--- config.mk ---
export PLATFORM = sky130hd
export DESIGN_NAME = icache_ctrl
export DESIGN_NICKNAME = d
export VERILOG_FILES = /design/src/rtl/icache_pkg.sv /design/src/rtl/icache_array.sv /design/src/rtl/icache_ctrl.sv
export SDC_FILE = /design/constraint.sdc
export NUM_CORES = 2
export LEC_CHECK = 0
export BUFFER_PORTS_ARGS = -buffer_cell sky130_fd_sc_hd__buf_2
export CORE_MARGIN = 3
export CORE_UTILIZATION = 25
export CTS_CLUSTER_DIAMETER = 120
export DETAILED_ROUTE_END_ITERATION = 8
export PLACE_DENSITY_LB_ADDON = 0.15
export SLEW_MARGIN = 20
export SYNTH_ARGS = -nofsm -noshare
export SYNTH_HDL_FRONTEND = slang
export SYNTH_SLANG_ARGS = --single-unit
--- constraint.sdc ---
create_clock -name clk -period 11.4 [get_ports clk]
set_clock_uncertainty 0.1 [all_clocks]
set_input_delay 1.14 -clock clk [delete_from_list [all_inputs] [get_ports clk]]
set_output_delay 1.14 -clock clk [all_outputs]
set_load 0.02 [all_outputs]
--- src/rtl/icache_pkg.sv ---
// -----------------------------------------------------------------------------
// icache_pkg
//   Shared definitions for the instruction cache controller: FSM state
//   encodings and small constants used by icache_ctrl and icache_array.
// -----------------------------------------------------------------------------
package icache_pkg;

  // Controller sequencing states.
  typedef enum logic [1:0] {
    ICACHE_IDLE = 2'd0,
    ICACHE_FILL = 2'd1,
    ICACHE_RESP = 2'd2
  } icache_state_e;

  localparam logic TRUE  = 1'b1;
  localparam logic FALSE = 1'b0;

  // log2 of the bytes in one instruction word.
  localparam int WORD_BYTES_LG = 2;

endpackage

--- src/rtl/icache_array.sv ---
// -----------------------------------------------------------------------------
// icache_array
//   Valid / tag / data storage for the direct-mapped instruction cache.
//   One synchronous word write port, one combinational read port that
//   returns the valid bit, the tag and one word of the indexed line.
//
// Ports
//   clk, rst        clock, synchronous active-high reset (clears valid bits)
//   we_i            write one data word at [widx_i][wword_i]
//   line_done_i     with we_i: this is the last word, install tag and valid
//   wtag_i          tag written when line_done_i
//   ridx_i, rword_i read address (line index, word in line)
//   rvalid_o        valid bit of line ridx_i
//   rtag_o          tag of line ridx_i
//   rdata_o         word rword_i of line ridx_i
// -----------------------------------------------------------------------------
module icache_array #(
  parameter int INDEX_BITS = 4,
  parameter int LINE_WORDS = 4,
  parameter int WO_W       = 2,
  parameter int TAG_W      = 26
) (
  input  logic                  clk,
  input  logic                  rst,
  input  logic                  we_i,
  input  logic                  line_done_i,
  input  logic [INDEX_BITS-1:0] widx_i,
  input  logic [WO_W-1:0]       wword_i,
  input  logic [31:0]           wdata_i,
  input  logic [TAG_W-1:0]      wtag_i,
  input  logic [INDEX_BITS-1:0] ridx_i,
  input  logic [WO_W-1:0]       rword_i,
  output logic                  rvalid_o,
  output logic [TAG_W-1:0]      rtag_o,
  output logic [31:0]           rdata_o
);

  localparam int NLINES = 2 ** INDEX_BITS;

  logic [31:0]      data_q  [NLINES][LINE_WORDS];
  logic [TAG_W-1:0] tag_q   [NLINES];
  logic [NLINES-1:0] valid_q;

  // Data and tags need no reset: nothing is read without a valid bit.
  always_ff @(posedge clk) begin
    if (we_i) begin
      data_q[widx_i][wword_i] <= wdata_i;
      if (line_done_i) tag_q[widx_i] <= wtag_i;
    end
  end

  // A line becomes valid only together with its final word, so a fill cut
  // short by reset leaves the line invalid.
  always_ff @(posedge clk) begin
    if (rst) begin
      valid_q <= '0;
    end else if (we_i && line_done_i) begin
      valid_q[widx_i] <= 1'b1;
    end
  end

  assign rvalid_o = valid_q[ridx_i];
  assign rtag_o   = tag_q[ridx_i];
  assign rdata_o  = data_q[ridx_i][rword_i];

endmodule

--- src/rtl/icache_ctrl.sv ---
// -----------------------------------------------------------------------------
// icache_ctrl
//   Direct-mapped instruction cache and line-fill sequencer between the fetch
//   unit and the fetch port of the memory controller. Hits answer in one
//   cycle; a miss fetches LINE_WORDS words one at a time, installs the line
//   and then returns the requested word. A ROB rollback cancels the pending
//   response, but an in-flight fill always completes and is installed.
//
// Ports
//   clk, rst          clock, synchronous active-high reset
//   rdy               global ready; low freezes all state
//   if_req, if_pc     fetch request (held until if_ready) and its address
//   if_ready, if_ins  one-cycle response pulse and instruction
//   rollback          ROB flush
//   mem_pc            word address of the current line-fill request
//   mem_miss_sgn      word request to memory controller
//   mem_finish        one-cycle word-done pulse, mem_ins valid with it
//   hit_cnt, miss_cnt performance counters (only with ICACHE_STATS_EN)
//
// Build option
//   ICACHE_STATS_EN   adds the hit/miss counters and their output ports.
// -----------------------------------------------------------------------------
module icache_ctrl
  import icache_pkg::*;
#(
  parameter int INDEX_BITS = 4,
  parameter int LINE_WORDS = 4
) (
  input  logic        clk,
  input  logic        rst,
  input  logic        rdy,
  input  logic        if_req,
  input  logic [31:0] if_pc,
  output logic        if_ready,
  output logic [31:0] if_ins,
  input  logic        rollback,
  output logic [31:0] mem_pc,
  output logic        mem_miss_sgn,
  input  logic        mem_finish,
  input  logic [31:0] mem_ins
`ifdef ICACHE_STATS_EN
  ,
  output logic [31:0] hit_cnt,
  output logic [31:0] miss_cnt
`endif
);

  localparam int WO_W  = $clog2(LINE_WORDS);
  localparam int OFF_W = WO_W + WORD_BYTES_LG;
  localparam int TAG_W = 32 - OFF_W - INDEX_BITS;
  localparam logic [WO_W-1:0] LAST_WORD = WO_W'(LINE_WORDS - 1);

  // ---------------------------------------------------------------------------
  // Address split of the incoming fetch PC
  // ---------------------------------------------------------------------------
  logic [WO_W-1:0]       pc_word;
  logic [INDEX_BITS-1:0] pc_idx;
  logic [TAG_W-1:0]      pc_tag;
  logic                  unused_pc_byte;

  assign pc_word        = if_pc[OFF_W-1:WORD_BYTES_LG];
  assign pc_idx         = if_pc[OFF_W+INDEX_BITS-1:OFF_W];
  assign pc_tag         = if_pc[31:OFF_W+INDEX_BITS];
  assign unused_pc_byte = ^if_pc[WORD_BYTES_LG-1:0];

  // ---------------------------------------------------------------------------
  // State
  // ---------------------------------------------------------------------------
  icache_state_e         state_q;
  logic [TAG_W-1:0]      fill_tag_q;
  logic [INDEX_BITS-1:0] fill_idx_q;
  logic [WO_W-1:0]       off_q;
  logic [WO_W-1:0]       wcnt_q;
  logic [WO_W-1:0]       wcnt_d;
  logic                  drop_q;
  logic                  if_ready_q;
  logic [31:0]           if_ins_q;
  logic [31:0]           mem_pc_q;
  logic [31:0]           mem_pc_d;
`ifdef ICACHE_STATS_EN
  logic [31:0]           hit_cnt_q;
  logic [31:0]           miss_cnt_q;
`endif

  // ---------------------------------------------------------------------------
  // Storage
  // ---------------------------------------------------------------------------
  logic                  arr_we;
  logic                  arr_line_done;
  logic [INDEX_BITS-1:0] rd_idx;
  logic [WO_W-1:0]       rd_word;
  logic                  rd_valid;
  logic [TAG_W-1:0]      rd_tag;
  logic [31:0]           rd_data;

  // In IDLE the read port looks up the fetch PC; during a fill it points at
  // the requested word of the line being filled, for the final response.
  assign rd_idx  = (state_q == ICACHE_IDLE) ? pc_idx  : fill_idx_q;
  assign rd_word = (state_q == ICACHE_IDLE) ? pc_word : off_q;

  assign arr_we        = rdy && !rst && (state_q == ICACHE_FILL) && mem_finish;
  assign arr_line_done = (wcnt_q == LAST_WORD);

  icache_array #(
    .INDEX_BITS (INDEX_BITS),
    .LINE_WORDS (LINE_WORDS),
    .WO_W       (WO_W),
    .TAG_W      (TAG_W)
  ) u_array (
    .clk         (clk),
    .rst         (rst),
    .we_i        (arr_we),
    .line_done_i (arr_line_done),
    .widx_i      (fill_idx_q),
    .wword_i     (wcnt_q),
    .wdata_i     (mem_ins),
    .wtag_i      (fill_tag_q),
    .ridx_i      (rd_idx),
    .rword_i     (rd_word),
    .rvalid_o    (rd_valid),
    .rtag_o      (rd_tag),
    .rdata_o     (rd_data)
  );

  // ---------------------------------------------------------------------------
  // Control
  // ---------------------------------------------------------------------------
  logic        accept;
  logic        hit;
  logic        resp_drop;
  logic [31:0] resp_word;

  // A request still held high in the response cycle must not be re-accepted.
  assign accept = if_req && !rollback && !if_ready_q;
  assign hit    = rd_valid && (rd_tag == pc_tag);

  assign wcnt_d   = wcnt_q + 1'b1;
  assign mem_pc_d = {fill_tag_q, fill_idx_q, wcnt_d, {WORD_BYTES_LG{1'b0}}};

  // Rollback in the last fill cycle still counts against the response.
  assign resp_drop = drop_q || rollback;

  // If the requested word is the one arriving now it is not in the array yet.
  assign resp_word = (off_q == wcnt_q) ? mem_ins : rd_data;

  // The response register is loaded on the edge that retires the last word,
  // so if_ready is high during RESP: one cycle after the final mem_finish.
  always_ff @(posedge clk) begin
    if (rst) begin
      state_q    <= ICACHE_IDLE;
      fill_tag_q <= '0;
      fill_idx_q <= '0;
      off_q      <= '0;
      wcnt_q     <= '0;
      drop_q     <= FALSE;
      if_ready_q <= FALSE;
      if_ins_q   <= '0;
      mem_pc_q   <= '0;
`ifdef ICACHE_STATS_EN
      hit_cnt_q  <= '0;
      miss_cnt_q <= '0;
`endif
    end else if (rdy) begin
      if_ready_q <= FALSE;
      case (state_q)
        ICACHE_IDLE: begin
          if (accept) begin
            if (hit) begin
              if_ready_q <= TRUE;
              if_ins_q   <= rd_data;
`ifdef ICACHE_STATS_EN
              hit_cnt_q  <= hit_cnt_q + 32'd1;
`endif
            end else begin
              fill_tag_q <= pc_tag;
              fill_idx_q <= pc_idx;
              off_q      <= pc_word;
              wcnt_q     <= '0;
              drop_q     <= FALSE;
              mem_pc_q   <= {pc_tag, pc_idx, {OFF_W{1'b0}}};
              state_q    <= ICACHE_FILL;
`ifdef ICACHE_STATS_EN
              miss_cnt_q <= miss_cnt_q + 32'd1;
`endif
            end
          end
        end
        ICACHE_FILL: begin
          if (rollback) drop_q <= TRUE;
          if (mem_finish) begin
            wcnt_q   <= wcnt_d;
            mem_pc_q <= mem_pc_d;
            if (arr_line_done) begin
              state_q <= ICACHE_RESP;
              if (!resp_drop) begin
                if_ready_q <= TRUE;
                if_ins_q   <= resp_word;
              end
            end
          end
        end
        ICACHE_RESP: begin
          drop_q  <= FALSE;
          state_q <= ICACHE_IDLE;
        end
        default: state_q <= ICACHE_IDLE;
      endcase
    end
  end

  // Dropped low in the finish cycle so the controller never re-issues the
  // address it has just completed.
  assign mem_miss_sgn = (state_q == ICACHE_FILL) && !mem_finish;

  assign if_ready = if_ready_q;
  assign if_ins   = if_ins_q;
  assign mem_pc   = mem_pc_q;
`ifdef ICACHE_STATS_EN
  assign hit_cnt  = hit_cnt_q;
  assign miss_cnt = miss_cnt_q;
`endif

endmodule

# After elaboration in Yosys (flattened, before gate mapping)
# Memories as Yosys holds them, arrays and structs flattened.
# Index checks and enable logic that the tools add are counted.
[totals] mem_count=2 input_bits=70 ramBits=2432 register_bits=116 out_inout_bits=66
[op_classes] muxes=46 eq_ne=12 magnitude_cmp=6 reduce_logical=23 bitwise=4 n_addsub=1
[memory_table] name="u_array.data_q" words=16 word_bits=128 read_ports=1 rd_ports_with_merged_regs=0 write_ports=1 line="icache_array.sv:40" rtl="logic [31:0] data_q [NLINES][LINE_WORDS];"
[memory_table] name="u_array.tag_q" words=16 word_bits=24 read_ports=1 rd_ports_with_merged_regs=0 write_ports=1 line="icache_array.sv:41" rtl="logic [TAG_W-1:0] tag_q [NLINES];"
[op_table] operator="$mux W32" count=12
[op_table] operator="$mux W128" count=1
[op_table] operator="$pmux W32 S2" count=2
[op_table] operator="$bmux W32 S2" count=1
[op_table] operator="$demux W32 S2" count=1
[op_table] operator="$eq A24 B24 Y1" count=1
[op_table] operator="$mux W2" count=8
[op_table] operator="$or A16 B16 Y16" count=1
[op_table] operator="$reduce_and A5 Y1" count=3
[op_table] operator="$mux W1" count=14
[op_table] operator="$ne A2 B2 Y1 const B" count=6
[op_table] operator="$logic_and A1 B1 Y1" count=10
[op_table] operator="$lt A4 B5 Y1 const B" count=2
[op_table] operator="$pmux W2 S2" count=2
[op_table] operator="$reduce_and A7 Y1" count=1
[op_table] operator="$ge A3 B3 Y1 const B" count=2
[op_table] operator="$not A2 Y3" count=2
[op_table] operator="$bmux W1 S4" count=1
[op_table] operator="$demux W1 S4" count=1
[op_table] operator="$eq A2 B2 Y1 const B" count=2
[op_table] operator="$ge A4 B1 Y1 const B" count=1
[op_table] operator="$logic_not A1 Y1" count=4
[op_table] operator="$mux W4" count=1
[op_table] operator="$reduce_and A4 Y1" count=1
[op_table] operator="other kinds (12)" count=12

# Longest topological paths before layout
[depth] word_depth=11 mapped_depth=18 mapped_depth_nobuf=11

# Modules after synthesis
# A second synthesis with hierarchy kept.
[unflattened] hier_cells=4418 hier_area_um2=98122.9
[modules_own_cells] mod="icache_array" area_each_um2=93151.8 cells_each=3899 seq_area_each_um2=73350.3 instances=1
[modules_own_cells] mod="icache_ctrl" area_each_um2=4971.0 cells_each=519 seq_area_each_um2=1921.8 instances=1

# Least setup slack after synthesis
# No wires, ideal clock.
[synth_path] path_kind="input to register" start="input port rdy" end="memory u_array.data_q[15][0] (netlist bit) (enable)" arrival_ns=4.609 setup_time_ns=0.472 required_time_ns=10.828 path_slack_ns=6.219 stages=7 cell_sequence="nand2b_1 or2_2 clkbuf_1 nor2_1 nand2_1 clkbuf_1 nor2_1"
[synth_between] elab_chain_cells=5
[synth_rtl] element="start, declared" line="icache_ctrl.sv:31" rtl="input logic rdy,"
[synth_rtl] element="$logic_and A1 B1 Y1 (3 in a row)" line="icache_ctrl.sv:101" rtl="assign arr_we = rdy && !rst && (state_q == ICACHE_FILL) && mem_finish;"
[synth_rtl] element="$mux W1" line="icache_array.sv:46" rtl="if (we_i) begin"
[synth_rtl] element="$mux W128 (not written as such)" line="icache_array.sv:47" rtl="data_q[widx_i][wword_i] <= wdata_i;"
[synth_rtl] element="end, declared" line="icache_array.sv:40"
# Every way passes these cells.

# Final worst setup path
[layout_path] start="register state_q[1]" end="register if_ins_q[2], in the netlist if_ins[2]"
[layout_between] elab_chain_cells=11 word_cells_on_any_way=28 classes_between="eq/ne: 7; mux: 14; bitwise: 1; reduce/logical: 4; memory: 2"
[layout_rtl] element="start, declared" line="icache_ctrl.sv:69" rtl="icache_state_e state_q;"
[layout_rtl] element="start signal, assigned" line="icache_ctrl.sv:150" rtl="state_q <= ICACHE_IDLE;"
[layout_rtl] element="start signal, assigned" line="icache_ctrl.sv:181" rtl="state_q <= ICACHE_FILL;"
[layout_rtl] element="start signal, assigned" line="icache_ctrl.sv:194" rtl="state_q <= ICACHE_RESP;"
[layout_rtl] element="$logic_not A2 Y1" line="icache_ctrl.sv:98, icache_ctrl.sv:99, icache_ctrl.sv:165"
[layout_rtl] element="$mux W4 or $mux W2 (tied branches)" line="icache_ctrl.sv:98, icache_ctrl.sv:99"
[layout_rtl] element="$mem_v2 Z16 W128 or $not A2 Y3 (tied branches)"
[layout_rtl] element="$bmux W32 S2" line="icache_array.sv:64" rtl="assign rdata_o = data_q[ridx_i][rword_i];"
[layout_rtl] element="$mux W32 (not written as such) (2 in a row)" line="icache_array.sv:64"
[layout_rtl] element="$mux W32" line="icache_ctrl.sv:144" rtl="assign resp_word = (off_q == wcnt_q) ? mem_ins : rd_data;"
[layout_rtl] element="$mux W32" line="icache_ctrl.sv:195" rtl="if (!resp_drop) begin"
[layout_rtl] element="$mux W32" line="icache_ctrl.sv:193" rtl="if (arr_line_done) begin"
[layout_rtl] element="$mux W32" line="icache_ctrl.sv:190" rtl="if (mem_finish) begin"
[layout_rtl] element="$pmux W32 S2" line="icache_ctrl.sv:165" rtl="case (state_q)"
[layout_rtl] element="end signal, assigned" line="icache_ctrl.sv:170" rtl="if_ins_q <= rd_data;"
[layout_rtl] element="end signal, assigned" line="icache_ctrl.sv:197" rtl="if_ins_q <= resp_word;"
[layout_rtl] element="end, declared" line="icache_ctrl.sv:77" rtl="logic [31:0] if_ins_q;"
# Several ways; a longest one is shown, not always the timed one. The select of a mux whose other input is x is not followed.
# A chain may end at the register's enable or synchronous reset.

==> flow_summary.yaml <==
status:
  status: "finished clean"
sta:
  finalMaxSlewViolations: 0
  finalCritPeriodShare_pct: 57.8
  relSlewSlack_pct: 25.2
  worstMarginPinSlew_ns: 1.12
  final_hold_viol_count: 0
  max_freq_ghz: 0.152
  tns_ns: 0
  setup_viol: 0
  period_minus_slack_ns: 6.59
  rsz0062_at_grt: "false"
synth:
  synth-seq-area-share_pct: 75.7
  synth_top_area_cell: "edfxtp_1"
  ys_ff_latch: 2544
  synthArstFlopShare_pct: 0
  synth_edf_count: 2432
  synth.avg_cell_area_sq_um: 18.7
  synthCells: 5305
  syn_area_sq_mm: 0.0994
  synth_top_area_share_pct: 73.5
  synth_commonest_cells: "edfxtp_1, nand2_1, mux4_2"
  synthFlopType: "edfxtp_1"
  ys_top_cells_by_area: "edfxtp_1, mux4_2, nand2_1"
  synth_most_common_cell: "edfxtp_1"
  yosys_warnings: 0
  synth.distinct_cells: 75
drt:
  routedWlPerCell_um: 29.1
  avgViaCountPerCell: 4.77
  wirelength_um: 321000
  first_pass_iters: 6
  drc: 0
  ant_nets: 0
  vias: 52535
  first_iter_violations: 5185
grt:
  grt_max_degree: 112
  antenna_found_initial: 38
  first_global_vias: 54495
  grtUsageTotal_pct: 15.5
  grt_pass1_wl_um: 444000
  overflow: 0
clocking:
  clkLatencyLatePin_ns: 0.84
  post-cts-setup-buffers: 0
  root_buffer: "clkbuf_16"
  cts_max_level: 5
  holdBufCountCts: 0
  cts.clk_slew.worst_paths_ns: 0.06
  cts_resized: 0
  clock_path_buffers: 4
  cts_buffers: 285
  cts_tree: "done"
  clock-sinks: 2544
job:
  drv_cap: 0
critical_path:
  required_ns: 12.09
  crit_chain: "nor2_2, mux2_8, buf_4, buf_4, buf_4, mux4_2, nand2_1, and3_1, a311oi_1, a31oi_1, o211ai_1, a21o_1, o211a_1"
  cp_slowest_cell: "dfxtp_1"
  end_kind: "flip-flop"
  arrival_ns: 7.28
  max_stage_delay_ns: 0.93
  path_common_cell: "buf_4"
  path_class: "flip-flop to flip-flop"
  crit_family: "buffers and inverters"
  start_kind: "flip-flop"
  path_max_fanout: 67
  worst-path-buf-inv: 3
die:
  core_area_sq_mm: 0.394
  rows: 230
  die_w_um: 637
  dieArea_sq_mm: 0.405
  die_y_um: 637
  io_pins: 136
  start_util_pct: 25.2
layout:
  nets: 5656
  nFillCells: 38910
  multi_input_area_sq_mm: 0.0232
  area_delta_synth_final_pct: 16.6
  final_layout_size_suffix_gt1_share_pct: 23.2
  fin_cells: 11018
  regArea_sq_mm: 0.0753
power:
  leakage_nw: 36.2
  power_density_mw_per_mm2: 175
  irDropWorstVdd_mv: 0.111
placement:
  dp_hpwl_um: 173000
  portBuffers: 131
  dp_cells: 10514
  place_congestion: 0.772
hold_path:
  hp-class: "flip-flop to flip-flop"
## metrics by stage
stage	hold slack (ns)	util (%)	worst slack [ns]	instance area (sq um)	power [mW]
2_1_floorplan	0.340	-	6.22	99400	11.2
3_3_place_gp	0.348	27.2	4.21	107000	11.9
3_5_place_dp	0.354	27.2	4.22	107000	11.9
4_1_cts	0.363	29.4	4.60	116000	20.6
5_1_grt	0.393	29.4	4.39	116000	21.0
6_report	0.364	29.4	4.81	116000	20.3
## registers in the layout, indices dropped and copies added (netlist names)
| name | cells |
|---|---|
| drop_q | 1 |
| fill_idx_q | 4 |
| fill_tag_q | 24 |
| if_ins | 32 |
| if_ready | 1 |
| mem_pc | 29 |
| off_q | 2 |
| state_q | 2 |
| u_array.data_q | 2048 |
| u_array.tag_q | 384 |
| u_array.valid_q | 16 |
| wcnt_q | 1 |
## worst reg2reg max path: cells and delay by family (launching register included)
family	cells	cell delay, ns
compound gates	5	1.59
buf+inv	3	2.41
flops	1	0.93
mux	2	1.10
simple gates	3	0.41
## kinds of logic after synthesis
logic type	count (synthesis)	share of synthesized area, %
buffers and inverters	356	1.64
AOI/OAI and AO/OA	542	3.86
muxes	639	13.3
and+or+nand+nor	1200	5.30
other	1	0.00377
DFF	2544	75.7
xor gates and xnor gates	19	0.167
adders and majority gates	4	0.0503
## final cells by class
class                      instances  share of cell area, %
sequential                      2544                   65.0
antenna                            6                 0.0130
multi-input combinational       2406                   20.0
inverter                          15                 0.0486
clock buffer                     380                   6.75
clock inverter                   117                  0.590
timing repair buffer             330                   2.00
tap                             5220                   5.64
## report_power, final
| part | internal, mW | switching (mW) | leakage [nW] |
|---|---|---|---|
| combinational | 0.471 | 0.931 | 9.39 |
| sequential | 10.2 | 0.0254 | 22.7 |
| clock | 4.92 | 3.69 | 4.14 |
## layout by cell type (no fill, tap or decap), types with 10 or more instances in the layout
cell type,n
a21oi_1,77
nand3_1,174
o21ai_0,60
nand2_1,690
nor2_1,56
o211a_1,17
nor3_1,29
dfxtp_1,112
o2111ai_1,36
xnor2_1,10
clkinv_2,28
a211oi_1,92
buf_4,187
mux2_2,11
clkbuf_16,297
nor4_1,16
clkbuf_1,75
a21o_1,23
a311oi_1,31
mux4_2,540
and3_1,103
inv_1,14
o22ai_1,18
edfxtp_1,2432
buf_2,130
mux2i_1,85
clkinv_1,70
nor2_4,68
buf_12,13
o211ai_1,35
a31oi_1,70
## worst paths after layout
| kind | slack (ns) | from | to | depth (start not counted) |
|---|---|---|---|---|
| hold reg to reg | 0.36 | if_ins[6] | if_ins[6] | 2 |
| setup / recovery | 4.81 | state_q[1] | if_ins[2] | 13 |
| hold / removal | 0.36 | if_ins[6] | if_ins[6] | 2 |
| setup reg to reg | 4.81 | state_q[1] | if_ins[2] | 13 |
## routing by layer
metal	up-vias	GRT usage [%]	routed length (um)
met1	28544	21.2	143000
met5	-	0	104
met2	1415	25.0	151000
met4	18	4.56	9880
li1	22091	-	-
met3	467	2.85	16900
Power figures use the tool's default switching activity.
